## src/rtl/fifo_frame_writer.sv

```systemverilog
// rtl/fifo_frame_writer.sv - framed FIFO write-side producer (header, payload, XOR trailer); optional stats via FRAME_WRITER_STATS_EN
module fifo_frame_writer #(
    parameter int DATA    = 8,
    parameter int MAX_LEN = 255,
    parameter int CNT_W   = 16,
    localparam int LW     = $clog2(MAX_LEN + 1)
) (
    input  logic             wr_clk,
    input  logic             wr_rst_n,
    input  logic             s_valid,
    output logic             s_ready,
    input  logic [DATA-1:0]  s_data,
    input  logic             s_last,
    input  logic             fifo_full,
    output logic             fifo_wr_en,
    output logic [DATA-1:0]  fifo_din,
    output logic             busy,
    output logic             frame_trunc,
`ifdef FRAME_WRITER_STATS_EN
    output logic [31:0]      stall_cnt,
    output logic [LW-1:0]    max_len_seen,
`endif
    output logic [CNT_W-1:0] frame_cnt
);

    typedef enum logic [1:0] {
        IDLE    = 2'd0,
        PAYLOAD = 2'd1,
        TRAILER = 2'd2
    } state_t;

    state_t          state_q, state_d;
    logic [DATA-1:0] seq_q, seq_d;
    logic [DATA-1:0] chk_q, chk_d;
    logic [LW-1:0]   len_q, len_d;
    logic            pend_q, pend_d;
    logic            trunc_d;
    logic            frame_done;
    logic            load;
    logic [DATA-1:0] load_data;
    logic            slot_free;
    logic            beat;
    logic [LW:0]     len_inc;

    // The output register can take a new word when empty or when its word leaves this cycle.
    assign slot_free = !fifo_wr_en || !fifo_full;
    assign s_ready   = (state_q == PAYLOAD) && slot_free;
    assign beat      = s_valid && s_ready;
    assign busy      = (state_q != IDLE) || fifo_wr_en;
    assign len_inc   = {1'b0, len_q} + 1'b1;

    // Next-state logic: decides what word (if any) enters the output register.
    always_comb begin
        state_d    = state_q;
        seq_d      = seq_q;
        chk_d      = chk_q;
        len_d      = len_q;
        pend_d     = pend_q;
        trunc_d    = 1'b0;
        frame_done = 1'b0;
        load       = 1'b0;
        load_data  = '0;
        case (state_q)
            IDLE: begin
                // Header goes out before any payload is consumed.
                if (s_valid && slot_free) begin
                    load      = 1'b1;
                    load_data = seq_q;
                    chk_d     = '0;
                    len_d     = '0;
                    pend_d    = 1'b0;
                    state_d   = PAYLOAD;
                end
            end
            PAYLOAD: begin
                if (beat) begin
                    load      = 1'b1;
                    load_data = s_data;
                    chk_d     = chk_q ^ s_data;
                    len_d     = len_inc[LW-1:0];
                    if (s_last || (len_inc == (LW+1)'(MAX_LEN))) begin
                        pend_d  = !s_last;
                        state_d = TRAILER;
                    end
                end
            end
            TRAILER: begin
                if (slot_free) begin
                    load       = 1'b1;
                    load_data  = chk_q;
                    seq_d      = seq_q + 1'b1;
                    trunc_d    = pend_q;
                    frame_done = 1'b1;
                    pend_d     = 1'b0;
                    state_d    = IDLE;
                end
            end
            default: state_d = IDLE;
        endcase
    end

    // FSM and per-frame bookkeeping registers.
    always_ff @(posedge wr_clk or negedge wr_rst_n) begin
        if (!wr_rst_n) begin
            state_q     <= IDLE;
            seq_q       <= '0;
            chk_q       <= '0;
            len_q       <= '0;
            pend_q      <= 1'b0;
            frame_trunc <= 1'b0;
            frame_cnt   <= '0;
        end else begin
            state_q     <= state_d;
            seq_q       <= seq_d;
            chk_q       <= chk_d;
            len_q       <= len_d;
            pend_q      <= pend_d;
            frame_trunc <= trunc_d;
            if (frame_done) begin
                frame_cnt <= frame_cnt + 1'b1;
            end
        end
    end

    // Output stage: hold the word while the FIFO is full, otherwise take the new load.
    always_ff @(posedge wr_clk or negedge wr_rst_n) begin
        if (!wr_rst_n) begin
            fifo_wr_en <= 1'b0;
            fifo_din   <= '0;
        end else if (slot_free) begin
            fifo_wr_en <= load;
            if (load) begin
                fifo_din <= load_data;
            end
        end
    end

`ifdef FRAME_WRITER_STATS_EN
    // Stall cycles saturate; longest payload is sampled as each trailer is loaded.
    always_ff @(posedge wr_clk or negedge wr_rst_n) begin
        if (!wr_rst_n) begin
            stall_cnt    <= '0;
            max_len_seen <= '0;
        end else begin
            if (fifo_wr_en && fifo_full && (stall_cnt != 32'hFFFF_FFFF)) begin
                stall_cnt <= stall_cnt + 32'd1;
            end
            if (frame_done && (len_q > max_len_seen)) begin
                max_len_seen <= len_q;
            end
        end
    end
`endif

endmodule

```

## config.mk

```make
export PLATFORM = sky130hd
export DESIGN_NAME = fifo_frame_writer
export DESIGN_NICKNAME = d
export VERILOG_FILES = /design/src/rtl/fifo_frame_writer.sv
export SDC_FILE = /design/constraint.sdc
export NUM_CORES = 1
export LEC_CHECK = 0
export BUFFER_PORTS_ARGS = -buffer_cell sky130_fd_sc_hd__buf_2
export CAP_MARGIN = 20
export CORE_MARGIN = 2
export CORE_UTILIZATION = 53
export CTS_BUF_LIST = sky130_fd_sc_hd__clkbuf_8
export CTS_CLUSTER_SIZE = 25
export DETAILED_ROUTE_END_ITERATION = 8
export PLACE_DENSITY_LB_ADDON = 0.08
export SYNTH_ARGS = -nofsm -noshare
export SYNTH_HDL_FRONTEND = slang
export SYNTH_SLANG_ARGS = --single-unit
```

## constraint.sdc

```tcl
create_clock -name wr_clk -period 1.7 [get_ports wr_clk]
set_input_delay 0.17 -clock wr_clk [delete_from_list [all_inputs] [get_ports wr_clk]]
set_output_delay 0.17 -clock wr_clk [all_outputs]
set_load 0.02 [all_outputs]
```

==> flow_summary.ini, run 1 <==
[outcome]
outcome = completed

[drt]
vias = 2109
dr.first_iter.drc_count = 61
viasPerCell = 5.38
dr.pass1.iters = 4
final_antenna_net_count = 0
wl_per_cell_um = 14.3
drt_wl_total_um = 5620
drc = 0

[critical_path]
worstPathArrival_ps = 1470
startpoint = state_q[1]
required_ps = 1530
path_max_fanout = 6
r2r_cells = 5
critPathLaunchType = register
worstSetupPathType = register to output pin
rr_endpoint = pend_q
r2r_start = len_q[0]
r2r_slack_ps = 100
cp-end-kind = output pin

[run]
cap_violations = 0

[global_routing]
grt_pass1_vias = 1909
antenna_found_initial = 0
grt_pass1_wl_um = 9010
grt_max_degree = 33
grt_util_all_layers_pct = 20.7
grt.overflow.total = 0

[place]
hpwl_um = 4000
gp_congestion = 0.814
port_buffers = 40

[synth]
synth_cell_types = 44
yosysWarnings = 0
avgSynthCellArea_um2 = 10.4
ys_ff_latch = 53
ys_seq_area_share_pct = 48.7
yosys.area.top_type = dfrtp_1
synth-main-ff-cell = dfrtp_1
synth.top_cell.area_share_pct = 48.7
netlist_instances = 263
syn_area_um2 = 2720
synth_area_leaders = dfrtp_1, xnor2_1, mux2i_1, nand3_1, nand2_1
synth_fp_nets = 280
synth_edf_count = 0
synthArstFlopShare_pct = 100

[clocking]
numCtsBuffers = 5
htreeDepth = 2
clock_latency_ps = 310
cts_tree = done
clk_pin_slew_worst_paths_ps = 100
clk_path_buf_depth = 2
cts_root_buf = clkbuf_8
clock_sinks = 53

[sta]
finalHoldViolCount = 0
fin_skew_ps = 12.5
slew_headroom_pct = 60.5
rsz0062_at_grt = true
setup_viol = 0
slew_violations = 0
max_slew.worst_pin.slew_ps = 592
fin_crit_ps = 1640
period_share_pct = 96.2
fmax_mhz = 611
fin_tns_setup_ps = 0

[power]
vdd_drop_max_uv = 1180
powerDensity_nw_per_um2 = 1540
finalPower_w = 0.00505
p_leak_nw = 1.52

[finish]
utilization_pct = 64.9
final_nets = 338
drive_above_1_share_pct = 27.6
diodes = 0
fillers = 427
syn_to_final_growth_pct = 20.1
final-seq-area_um2 = 1330
multiInputGateArea_um2 = 1310

[floorplan]
row_count = 26
core_um2 = 5040
initial_utilization_pct = 54.0
ioPinCount = 41
die_area_um2 = 5730
die_w_um = 75.7
die_y_um = 75.7

[min_path]
hold_depth = 3
worstHoldPathType = input pin to register
min_to = state_q[1]
hp-start = s_last
[area by class of cell]
| cell class | count | area share [%] |
|---|---|---|
| clock buffers | 5 | 2.10 |
| clock inverters | 3 | 0.689 |
| inverters | 9 | 1.03 |
| multi-input cells | 188 | 40.0 |
| flip-flops and latches | 53 | 40.6 |
| well taps | 70 | 2.68 |
| repair buffers | 64 | 13.0 |
[worst max-delay path, cell delays in order (launching register included)]
cell      delay (ps)
dfrtp_1          450
buf_4            180
nand2b_1         150
buf_4            150
nor2_2           100
buf_6            130
[synthesized netlist by cell type, types with 2 or more instances]
master	instances
buf_6	2
nor2b_1	3
nand2_1	22
and2_1	2
a22o_1	9
nand2b_1	4
a31oi_1	5
ha_1	4
a32oi_1	2
clkbuf_1	3
nand4_1	7
xnor2_1	17
a21o_1	2
nor3_1	5
mux2i_1	10
o22ai_1	8
mux2_2	4
and3_1	4
buf_2	7
dfrtp_1	53
nor2_1	13
a21oi_1	12
nor3_2	2
and4_1	2
nor4_4	2
nand3_1	19
a21bo_2	2
xor2_1	7
inv_1	9
o21ai_0	8
[where the power goes]
part	switching (W)	internal (W)
combinational	0.00131	0.00109
sequential	0.000311	0.00163
clock	0.000419	0.000293
total	0.00204	0.00301
[worst max path at each step]
stage / slack (ps) / cells past startpoint / endpoint
2_1_floorplan: 120 / 5 / frame_cnt[12]
3_3_place_gp: 100 / 5 / pend_q
5_1_grt: -20 / 5 / s_ready
6_report: 60 / 5 / s_ready
3_5_place_dp: 30 / 5 / pend_q
4_1_cts: 2 / 4 / busy
[kinds of logic (layout without fill, tap and decap cells)]
family	Yosys count	after routing	synth area share, %
buf+inv	22	81	4.04
flops	53	53	48.7
xor+xnor	24	24	7.72
compound gates	55	55	14.0
fa+ha+maj	4	4	1.84
simple gates	91	91	18.4
mux	14	14	5.33
[layout by cell type, fill, tap and decap left out, types with 2 or more instances in the layout]
master    count
ha_1          3
and2_1        2
nand3_1      19
clkinv_4      2
nor2_1       12
and3_1        4
buf_6         3
buf_12        2
nand2_1      22
inv_1         9
a21oi_1      12
and4_1        2
nor3_2        4
buf_2        38
nor3_1        3
a21bo_2       2
o21ai_0       8
nand2b_1      4
dfrtp_1      53
a22o_1        9
a21o_1        2
mux2_2        4
mux2i_1      10
a32oi_1       2
nor2b_1       3
clkbuf_8      5
nand4_1       7
o22ai_1       8
xnor2_1      17
a31oi_1       5
buf_4        20
nor4_4        2
nor2_2        2
xor2_1        7
[metal layers]
layer  vias up  global-route usage, %  share of wire, %
met1      1012                   29.7                50
met5         -                      0                 0
met2        33                   32.4                47
met4         0                   5.26              0.89
li1       1058                      -                 -
met3         6                   4.10               2.7
[through the flow]
step	hold WS [ps]	std cells	cell area (um^2)	setup slack [ps]
floorplan	-126	263	2720	120
global placement	181	378	3080	96.0
detailed placement	172	378	3080	32.8
CTS	172	387	3210	2.24
global route	197	392	3270	-19.2
finish	182	392	3270	63.8
[flip-flops by register name (all words and copies together), names as in the netlist]
signal	cells
fifo_wr_en	1
state_q	2
chk_q	8
len_q	8
seq_q	8
frame_trunc	1
frame_cnt	16
pend_q	1
fifo_din	8
[timing repair]
item                       4_1_cts  5_1_grt
setup endpoints to repair        1        4
hold endpoints to repair        21        0
pin swaps                        0        3
hold buffers                     1        0
setup buffers                    0        5
gates resized for setup          6        7
(Power assumes the default switching activity.)
==> run 2, diff against run 1 <==
--- a/config.mk
+++ b/config.mk
@@ -8,7 +8,7 @@
 export BUFFER_PORTS_ARGS = -buffer_cell sky130_fd_sc_hd__buf_2
 export CAP_MARGIN = 20
 export CORE_MARGIN = 2
-export CORE_UTILIZATION = 53
+export CORE_UTILIZATION = 58
 export CTS_BUF_LIST = sky130_fd_sc_hd__clkbuf_8
 export CTS_CLUSTER_SIZE = 25
 export DETAILED_ROUTE_END_ITERATION = 8
==> constraint.sdc (replaced) <==
create_clock -name wr_clk -period 1.92 [get_ports wr_clk]
set_input_delay 0.192 -clock wr_clk [delete_from_list [all_inputs] [get_ports wr_clk]]
set_output_delay 0.192 -clock wr_clk [all_outputs]
set_load 0.02 [all_outputs]
==> flow_summary.ini, run 2 (synthesis results as in run 1) <==
[outcome]
outcome = completed

[global_routing]
grtUsageMet2_pct = 36.7
grt_max_degree = 31
grt.overflow.total = 0
top_usage_layer = met2
grt_pass1_vias = 1933
antenna_found_initial = 0
grt_pass1_wl_um = 9160
gr-usage-met1_pct = 30.3
grt_util_all_layers_pct = 22.6
grt_util_met3_pct = 4.86

[drt]
drc = 0
vias = 2064
dr.first_iter.drc_count = 116
final_antenna_net_count = 0
wl_per_cell_um = 15.3
drt_wl_total_um = 5470
dr.pass1.iters = 4
viasPerCell = 5.77

[sta]
fin_tns_setup_ps = 0
period_share_pct = 94.0
rsz0062_at_grt = false
finalHoldViolCount = 0
fin_crit_ps = 1800
slew_headroom_pct = 59.7
slew_violations = 0
max_slew.worst_pin.slew_ps = 604
fmax_mhz = 554
setup_viol = 0
fin_skew_ps = 3.07

[run]
cap_violations = 0

[clocking]
cts_root_buf = clkbuf_8
clock_sinks = 53
clk_pin_slew_worst_paths_ps = 90
cts_resized = 0
clk_path_buf_depth = 2
numCtsBuffers = 5
clock_latency_ps = 310
cts-hold-fix-buffers = 1
cts_tree = done
htreeDepth = 2
postCtsSetupBuffers = 0

[min_path]
worstHoldPathType = input pin to register
hold_depth = 3

[critical_path]
required_ps = 1730
path_max_fanout = 9
worstSetupPathType = register to output pin
cp-end-kind = output pin
r2r_cells = 3
worstPathArrival_ps = 1610
critPathLaunchType = register

[place]
port_buffers = 40
gp_congestion = 0.812
hpwl_um = 3940

[finish]
fillers = 361
largest_register_ffs = 16
syn_to_final_growth_pct = 12.9
drive_above_1_share_pct = 21.9
diodes = 0
top_register = frame_cnt
mostFrequentLayoutCell = dfrtp_1
layout_common_cells = dfrtp_1, buf_2, nand2_1
final_nets = 322
utilization_pct = 69.2

[floorplan]
core_um2 = 4440
die_y_um = 72.5
ioPinCount = 41
row_count = 24
initial_utilization_pct = 61.3
die_w_um = 72.5
die_area_um2 = 5260

[power]
powerDensity_nw_per_um2 = 1360
p_leak_nw = 1.43
vdd_drop_max_uv = 831
==> run 2: metal layers <==
metal  share of wire, %  vias to the layer above
met2                 47                       41
li1                   -                     1026
met3                3.5                        9
met4                1.7                        0
met5                  0                        -
met1                 48                      988
==> run 2: path summary, 6_finish.rpt <==
kind | startpoint | endpoint | slack, ps
worst min register to register | frame_cnt[15] | frame_cnt[15] | 470
worst min-delay path | s_last | state_q[1] | 210
worst max register to register | state_q[1] | seq_q[1] | 160
max in group asynchronous | wr_rst_n | fifo_din[2] | 970
min in group asynchronous | wr_rst_n | len_q[5] | 400
worst max-delay path | fifo_wr_en | s_ready | 120
==> run 2: where the power goes <==
group / total, W / switching (W) / internal (W)
clock: 0.000618 / 0.000366 / 0.000252
sequential: 0.00175 / 0.000308 / 0.00144
combinational: 0.00181 / 0.00107 / 0.000737
==> run 2: metrics by stage <==
step | instance area [um^2] | hold slack (ps) | cells | power, W | setup slack, ps
6_report | 3080 | 210 | 358 | 0.00418 | 116
5_1_grt | 3080 | 229 | 358 | 0.00447 | 30.5
4_1_cts | 3080 | 197 | 358 | 0.00421 | 132
3_5_place_dp | 2980 | 215 | 349 | 0.00358 | 185
3_3_place_gp | 2980 | 213 | 349 | 0.00354 | 218
2_1_floorplan | 2720 | -104 | 263 | 0.00307 | 340
==> run 2: area by class of cell <==
type	count	area, um^2	share of cell area [%]
inverter	9	33.8	1.10
timing repair buffer	48	275	8.95
clock buffer	5	68.8	2.24
clock inverter	3	18.8	0.610
multi-input combinational	188	1290	41.9
sequential	53	1330	43.1
tap	52	65.1	2.12
==> run 2: worst max-delay path: stages (launching register included) <==
cell	delay [ps]
dfrtp_1	430
and2_1	540
nor2_1	140
buf_2	190
==> run 3, diff against run 2 <==
--- a/config.mk
+++ b/config.mk
@@ -6,7 +6,7 @@
 export NUM_CORES = 1
 export LEC_CHECK = 0
 export BUFFER_PORTS_ARGS = -buffer_cell sky130_fd_sc_hd__buf_2
-export CAP_MARGIN = 20
+export CAP_MARGIN = 30
 export CORE_MARGIN = 2
 export CORE_UTILIZATION = 58
 export CTS_BUF_LIST = sky130_fd_sc_hd__clkbuf_8
==> constraint.sdc (replaced) <==
create_clock -name wr_clk -period 1.92 [get_ports wr_clk]
set_input_delay 0.288 -clock wr_clk [delete_from_list [all_inputs] [get_ports wr_clk]]
set_output_delay 0.288 -clock wr_clk [all_outputs]
set_load 0.02 [all_outputs]
==> flow_summary.ini, run 3 (synthesis results as in run 1) <==
[critical_path]
cp-end-kind = output pin
slowest_stage = or3_1
rr_endpoint = fifo_din[1]
path_cells = buf_4 > or3_1 > buf_2
r2r_slack_ps = 200
required_ps = 1630
critPathLaunchType = register
worstPathArrival_ps = 1480
path_max_fanout = 24
r2r_cells = 5
max_stage_delay_ps = 400
r2r_start = state_q[1]
worstSetupPathType = register to output pin

[global_routing]
grt_pass1_vias = 1963
grt.overflow.total = 0
grt_util_all_layers_pct = 23.4
grt_max_degree = 25
grt_pass1_wl_um = 9540
antenna_found_initial = 0

[outcome]
outcome = completed

[sta]
fmax_mhz = 566
period_share_pct = 92.1
rsz0062_at_grt = false
finalHoldViolCount = 0
slew_headroom_pct = 62.6
fin_tns_setup_ps = 0
setup_viol = 0
postLayoutSetupSlackWorst_ps = 153
slew_violations = 0
fin_crit_ps = 1770
max_slew.worst_pin.slew_ps = 560
holdWs_ps = 293
fin_skew_ps = 10.1

[finish]
final_nets = 324
drive_above_1_share_pct = 22.7
top_register = frame_cnt
syn_to_final_growth_pct = 13.0
mostFrequentLayoutCell = dfrtp_1
diodes = 0
layout_common_cells = dfrtp_1, buf_2, nand2_1
finalInstanceArea_um2 = 3080
largest_register_ffs = 16
utilization_pct = 69.3

[clocking]
clk_path_buf_depth = 2
clk_pin_slew_worst_paths_ps = 100
postCtsSetupBuffers = 0
cts_root_buf = clkbuf_8
clock_latency_ps = 310
clock_sinks = 53
numCtsBuffers = 5
htreeDepth = 2
cts_tree = done

[drt]
drt_wl_total_um = 5620
drc = 0
vias = 2066
wl_per_cell_um = 15.6
final_antenna_net_count = 0
dr.first_iter.drc_count = 115
dr.pass1.iters = 4
viasPerCell = 5.74

[floorplan]
core_um2 = 4440
ioPinCount = 41
initial_utilization_pct = 61.3
die_area_um2 = 5260
die_y_um = 72.5
row_count = 24
die_w_um = 72.5

[power]
swShare_pct = 42.2
combPwrFrac_pct = 43.9
vdd_drop_max_uv = 776
sequentialPowerShare_pct = 41.1
powerDensity_nw_per_um2 = 1370
internal-power_w = 0.00244
p_leak_nw = 1.43
power.switching_w = 0.00178
power_frac_clock_pct = 14.9

[place]
hpwl_um = 3990
gp_congestion = 0.850
dp_slack_ps = 227
port_buffers = 40
postPlaceCellArea_um2 = 2980

[min_path]
hold_depth = 3
min_to = state_q[1]
hp-start = s_last
worstHoldPathType = input pin to register

[run]
cap_violations = 0
==> run 3: repair_timing <==
| item | 4_1_cts | 5_1_grt |
|---|---|---|
| resized for setup | 0 | 1 |
| endpoints found under the hold margin | 19 | 0 |
| hold buffers | 1 | 0 |
| endpoints found under the setup margin | 0 | 1 |
==> run 3: how the worst max path moves through the flow <==
stage	startpoint	to	slack, ps	depth (start not counted)
2_1_floorplan	fifo_wr_en	frame_cnt[12]	340	5
3_3_place_gp	len_q[0]	pend_q	280	5
3_5_place_dp	fifo_wr_en	frame_cnt[1]	230	3
4_1_cts	fifo_wr_en	s_ready	80	3
5_1_grt	state_q[1]	fifo_din[1]	70	5
6_report	state_q[0]	busy	150	3
==> run 3: critical path: cells and delay by family, from the launching register on <==
| kind | cells | cell delay, ps |
|---|---|---|
| AND/OR/NAND/NOR | 1 | 400 |
| flip-flops | 1 | 390 |
| buffers and inverters | 2 | 390 |
==> run 3: layer usage <==
layer | track usage, % | vias to the layer above | part of all wire [%]
met5 | 0 | - | 0
met4 | 7.82 | 0 | 1.7
met3 | 5.28 | 9 | 3.5
met2 | 36.6 | 39 | 49
met1 | 32.4 | 984 | 46
li1 | - | 1034 | -
==> run 3: metrics by stage <==
step	power (W)	std cells
after floorplan	0.00307	263
after global placement	0.00355	351
after detailed placement	0.00359	351
after CTS	0.00424	360
after global routing	0.00450	360
final	0.00422	360
==> run 3: power groups by stage <==
stage	logic, W	registers, W	clock network [W]
after detailed placement	0.00184	0.00175	0
after global placement	0.00180	0.00175	0
after CTS	0.00187	0.00173	0.000638
after floorplan	0.00119	0.00188	0
final	0.00185	0.00173	0.000630
after global routing	0.00204	0.00178	0.000679
==> run 3: final cells by class <==
cell class,count,area [um^2]
clock buffers,5,68.8
clock inverters,3,18.8
fillers,366,1370
inverters,9,33.8
multi-input cells,188,1290
flip-flops and latches,53,1330
well taps,52,65.1
repair buffers,50,278
